File: config.mk
export PLATFORM = sky130hd
export DESIGN_NAME = alu_serial_ctrl
export DESIGN_NICKNAME = d
export VERILOG_FILES = /design/src/rtl/alu_serial_ctrl.sv
export SDC_FILE = /design/constraint.sdc
export NUM_CORES = 1
export LEC_CHECK = 0
export ABC_CLOCK_PERIOD_IN_PS = 1450
export BUFFER_PORTS_ARGS = -buffer_cell sky130_fd_sc_hd__buf_2
export CAP_MARGIN = 20
export CORE_ASPECT_RATIO = 1.5
export CORE_MARGIN = 2
export CORE_UTILIZATION = 40
export DETAILED_ROUTE_END_ITERATION = 10
export GPL_TIMING_DRIVEN = 1
export HOLD_SLACK_MARGIN = 0.05
export PLACE_DENSITY = 0.61
export SLEW_MARGIN = 20
export SYNTH_ARGS = -nofsm -noshare
export SYNTH_HDL_FRONTEND = slang
export SYNTH_SLANG_ARGS = --single-unit
File: constraint.sdc
create_clock -name clk -period 1.45 [get_ports clk]
set_input_delay 0.0725 -clock clk [delete_from_list [all_inputs] [get_ports clk]]
set_output_delay 0.0725 -clock clk [all_outputs]
set_load 0.05 [all_outputs]
File: src/rtl/alu_serial_ctrl.sv
// Bit-serial ALU sequencer: feeds operand bits LSB-first to an external 1-bit
// ALU slice, ripples carry/borrow locally and returns the assembled result.
module alu_serial_ctrl #(
  parameter int WIDTH = 8
) (
  input  logic             clk,
  input  logic             rst_n,
  input  logic             in_valid,
  output logic             in_ready,
  input  logic [WIDTH-1:0] in_a,
  input  logic [WIDTH-1:0] in_b,
  input  logic [2:0]       in_op,
  output logic             alu_a,
  output logic             alu_b,
  output logic [2:0]       alu_sel,
  input  logic             alu_result,
  input  logic             alu_carry,
  output logic             out_valid,
  input  logic             out_ready,
  output logic [WIDTH-1:0] out_result,
  output logic             out_carry,
  output logic             out_err,
  output logic [1:0]       dbg_state_o
);

  // Handshake: a transfer happens on a rising edge where valid & ready are both
  // high; valid never waits on ready, and DONE holds its outputs until taken.

  localparam int CW = (WIDTH > 1) ? $clog2(WIDTH) : 1;

  typedef enum logic [1:0] {
    S_IDLE = 2'd0,
    S_RUN  = 2'd1,
    S_DONE = 2'd2
  } state_t;

  state_t           state_q;
  logic [WIDTH-1:0] a_q, b_q, res_q;
  logic [2:0]       op_q;
  logic [CW-1:0]    cnt_q;
  logic             c_q;
  logic             err_q;
  logic             out_valid_q;
  logic             bit_d;
  logic             c_d;

  // Slice output combined with the running carry (add) or borrow (sub).
  always_comb begin
    bit_d = alu_result;
    c_d   = 1'b0;
    case (op_q)
      3'b000: begin
        bit_d = alu_result ^ c_q;
        c_d   = alu_carry | (alu_result & c_q);
      end
      3'b001: begin
        bit_d = alu_result ^ c_q;
        c_d   = alu_carry | (~alu_result & c_q);
      end
      default: ;
    endcase
  end

  always_ff @(posedge clk or negedge rst_n) begin
    if (!rst_n) begin
      state_q     <= S_IDLE;
      a_q         <= '0;
      b_q         <= '0;
      res_q       <= '0;
      op_q        <= 3'b000;
      cnt_q       <= '0;
      c_q         <= 1'b0;
      err_q       <= 1'b0;
      out_valid_q <= 1'b0;
    end else begin
      case (state_q)
        S_IDLE: begin
          if (in_valid) begin
            a_q   <= in_a;
            b_q   <= in_b;
            op_q  <= in_op;
            cnt_q <= '0;
            c_q   <= 1'b0;
            res_q <= '0;
            err_q <= in_op[2];
            if (in_op[2]) begin
              state_q     <= S_DONE;
              out_valid_q <= 1'b1;
            end else begin
              state_q <= S_RUN;
            end
          end
        end
        S_RUN: begin
          // Operands shift down so bit i is always at [0]; result fills from the top.
          a_q   <= a_q >> 1;
          b_q   <= b_q >> 1;
          res_q <= {bit_d, res_q[WIDTH-1:1]};
          c_q   <= c_d;
          cnt_q <= cnt_q + CW'(1);
          if (cnt_q == CW'(WIDTH - 1)) begin
            state_q     <= S_DONE;
            out_valid_q <= 1'b1;
          end
        end
        S_DONE: begin
          if (out_ready) begin
            state_q     <= S_IDLE;
            out_valid_q <= 1'b0;
          end
        end
        default: state_q <= S_IDLE;
      endcase
    end
  end

  assign in_ready    = (state_q == S_IDLE);
  assign alu_a       = (state_q == S_RUN) ? a_q[0] : 1'b0;
  assign alu_b       = (state_q == S_RUN) ? b_q[0] : 1'b0;
  assign alu_sel     = (state_q == S_RUN) ? op_q : 3'b000;
  assign out_valid   = out_valid_q;
  assign out_result  = res_q;
  assign out_carry   = c_q;
  assign out_err     = err_q;
  assign dbg_state_o = state_q;

endmodule
==> flow_summary.toml <==
[worst_setup_path]
critPathArrivalTime_ps = 1340
path_max_fanout = 10
path_class = "reg -> out"
cp_num_cells = 4
timing.critical_path.buf_inv = 2
cpMaxStageDelayCell = "dfrtp_2"
cp_data_required_time_ps = 1380
worstSetupStartpointType = "flop"
worstSetupEndpointType = "output port"
max_stage_delay_ps = 440
rr_worst_depth = 4
worst_path_dominant_cell_family = "flip-flops"
path_cells = "nor2b_4 -> buf_6 -> and2_2 -> buf_8"

[global_route]
grt_max_degree = 21
grt_overflow = 0
grt_pass1_wl_um = 6460
grtUsageTotal_pct = 18.3
grt_pass1_vias = 1422
antenna_found_initial = 0

[logic_synthesis]
synth_enable_flop_cells = 0
ys_seq_area_share_pct = 52.3
yosys_register_bits = 34
netlist.area_leader.share_pct = 52.3
synth_flop_cell = "dfrtp_1"
syn_nets = 184
async_flop_share_pct = 100
synth.area.top_cells = "dfrtp_1 52%, nor2b_1 7.3%, a22oi_1 6.5%"
syn-mean-instance-area_um2 = 10.4
netlist_area_mm2 = 0.00163
syn_inst = 157
ys_warn_count = 0
synth_top_area_cell = "dfrtp_1"
yosysUniqueCellTypes = 25

[clocking]
cts_sinks = 34
numCtsBuffers = 5
cts_tree = "done"
clkTransAtPathRegs_ps = 70
root_buffer = "clkbuf_8"
insertion_delay_ps = 280
cts_buffer_depth = 2
htree_num_levels = 2

[drt]
wl_um = 3890
ant_nets = 0
wl_per_cell_um = 15.1
dr.pass1.iters = 4
vias = 1394
via_per_inst = 5.40
drtIter0Drc = 47
drc_errors = 0

[power_and_ir_drop]
ir_drop_uv = 1520
power_mw = 4.73
p_switching_mw = 2.07
power.leakage_nw = 1.01
switching_share_pct = 43.8
powerDensity_mw_per_mm2 = 2200
seqPwrFrac_pct = 34.7
combPwrFrac_pct = 50.2
intPower_mw = 2.66
clockPowerShare_pct = 15.1

[sta]
slew_viol_final = 0
relSlewSlack_pct = 73.1
tightest_slew_ps = 403
fmax_mhz = 710
setup_tns_ps = 0
finalSetupViolations = 0
fin_skew_ps = 3.13
hold_violations = 0
hold_slack_ps = 61.5
min_period_ps = 1410
grt_setup_unrepaired = "true"
finalCritPeriodShare_pct = 97.1
fin_ws_ps = 41.6

[floorplanning]
chipWidth_um = 56.1
core.rowCount = 28
initial_core_util_pct = 41.5
num_io_pins = 44
die_area_mm2 = 0.00460
core_mm2 = 0.00392
die_h_um = 82.1

[layout]
drive_above_1_share_pct = 35.7
nNetsFinal = 239
area_growth_pct = 32.2
fillCellCount = 364
stdcell_count = 258
final_core_util_pct = 54.8
antennaDiodeCount = 0
final_cell_area_mm2 = 0.00215

[place]
pre_cts_ws_ps = 167
dp.final_hpwl_um = 2690
gp_congestion = 0.737
dp.cells = 243
dpl-instance-area_mm2 = 0.00193
io_buffers = 43

[hold_path]
hold_path_depth = 2
hp-class = "in -> reg"

[run]
max_cap_violations = 0

[outcome]
status = "completed"
## layout by cell type, fill, tap and decap left out
cell type,count
buf_2,38
dfrtp_1,32
a21oi_1,20
o21ai_0,19
nor2b_1,17
a22oi_1,14
buf_4,10
a22o_1,9
nand2_1,7
clkbuf_8,6
buf_6,5
and2_2,3
mux2_1,3
nor2_1,3
dlygate4sd3_1,3
buf_8,3
nor2b_4,2
and2_4,2
ha_1,2
dfrtp_2,2
nor2_2,1
o21bai_1,1
nor2b_2,1
nand2b_1,1
mux2_2,1
nor3b_1,1
xnor2_1,1
xor2_1,1
o41ai_1,1
o22a_1,1
clkbuf_1,1
clkinv_2,1
buf_12,1
## cells by family after synthesis
kind of cell / synth area share [%]
and+or+nand+nor: 13.5
DFF: 52.3
AOI/OAI and AO/OA: 24.8
xor gates and xnor gates: 1.08
adders and majority gates: 1.54
muxes: 2.77
buffers and inverters: 4.00
## routing by layer
layer,vias up,part of all wire (%),global-route usage (%)
met4,0,1.3,8.33
met2,34,51,32.8
li1,671,-,-
met1,684,43,20.6
met5,-,0,0
met3,5,4.3,4.21
## worst reg2reg max path, delay by kind of cell, from the launching register on
family                 cells  cell delay, ps
flip-flops                 1             440
multiplexers               1             340
AND/OR/NAND/NOR            2             330
buffers and inverters      1             160
## cells in the mapped netlist (2+ instances only)
| library cell | n |
|---|---|
| nor2b_1 | 19 |
| a22oi_1 | 14 |
| nor2_1 | 4 |
| and2_1 | 5 |
| a22o_1 | 9 |
| ha_1 | 2 |
| clkbuf_1 | 3 |
| dfrtp_1 | 34 |
| buf_2 | 6 |
| mux2_1 | 3 |
| nand2_1 | 7 |
| a21oi_1 | 20 |
| o21ai_0 | 19 |
## what timing repair did
item,CTS,global route
endpoints found under the hold margin,36,0
pin swaps,0,0
gates resized for setup,7,13
setup endpoints to repair,5,7
hold buffers,3,0
setup buffers,2,2
## registers in the layout, summed over array words and instances (netlist names)
register and flops:
out_carry 1, cnt_q 3, out_valid 1, dbg_state_o 2, out_result 8, b_q 8
a_q 8, op_q 3
## worst paths after layout
path	to	slack, ps	startpoint
worst max-delay path	alu_sel[1]	40	dbg_state_o[1]$_DFFE_PN0P_
worst min-delay path	op_q[2]$_DFFE_PN0P_	60	in_op[2]
worst max register to register	op_q[0]$_DFFE_PN0P_	70	dbg_state_o[1]$_DFFE_PN0P_
worst min register to register	out_result[0]$_DFFE_PN0P_	510	out_result[0]$_DFFE_PN0P_
max in group asynchronous	dbg_state_o[0]$_DFFE_PN0P_	740	rst_n
min in group asynchronous	a_q[0]$_DFFE_PN0P_	250	rst_n
## power groups by stage
stage	clock network, mW	registers (mW)	logic, mW
after detailed placement	0	1.66	2.13
after global placement	0	1.63	2.08
after global routing	0.780	1.69	2.57
final	0.714	1.64	2.38
after CTS	0.739	1.64	2.24
after floorplan	0	1.98	1.23
## layout make-up
type                    count  area, um^2  share of cell area (%)
well taps                  45        56.3                    2.62
multi-input cells         111         732                    34.1
clock buffers               7        86.3                    4.02
flip-flops and latches     34         853                    39.7
repair buffers             60         417                    19.4
clock inverters             1        5.00                   0.233
No activity file was read; power rests on OpenSTA's default activity.
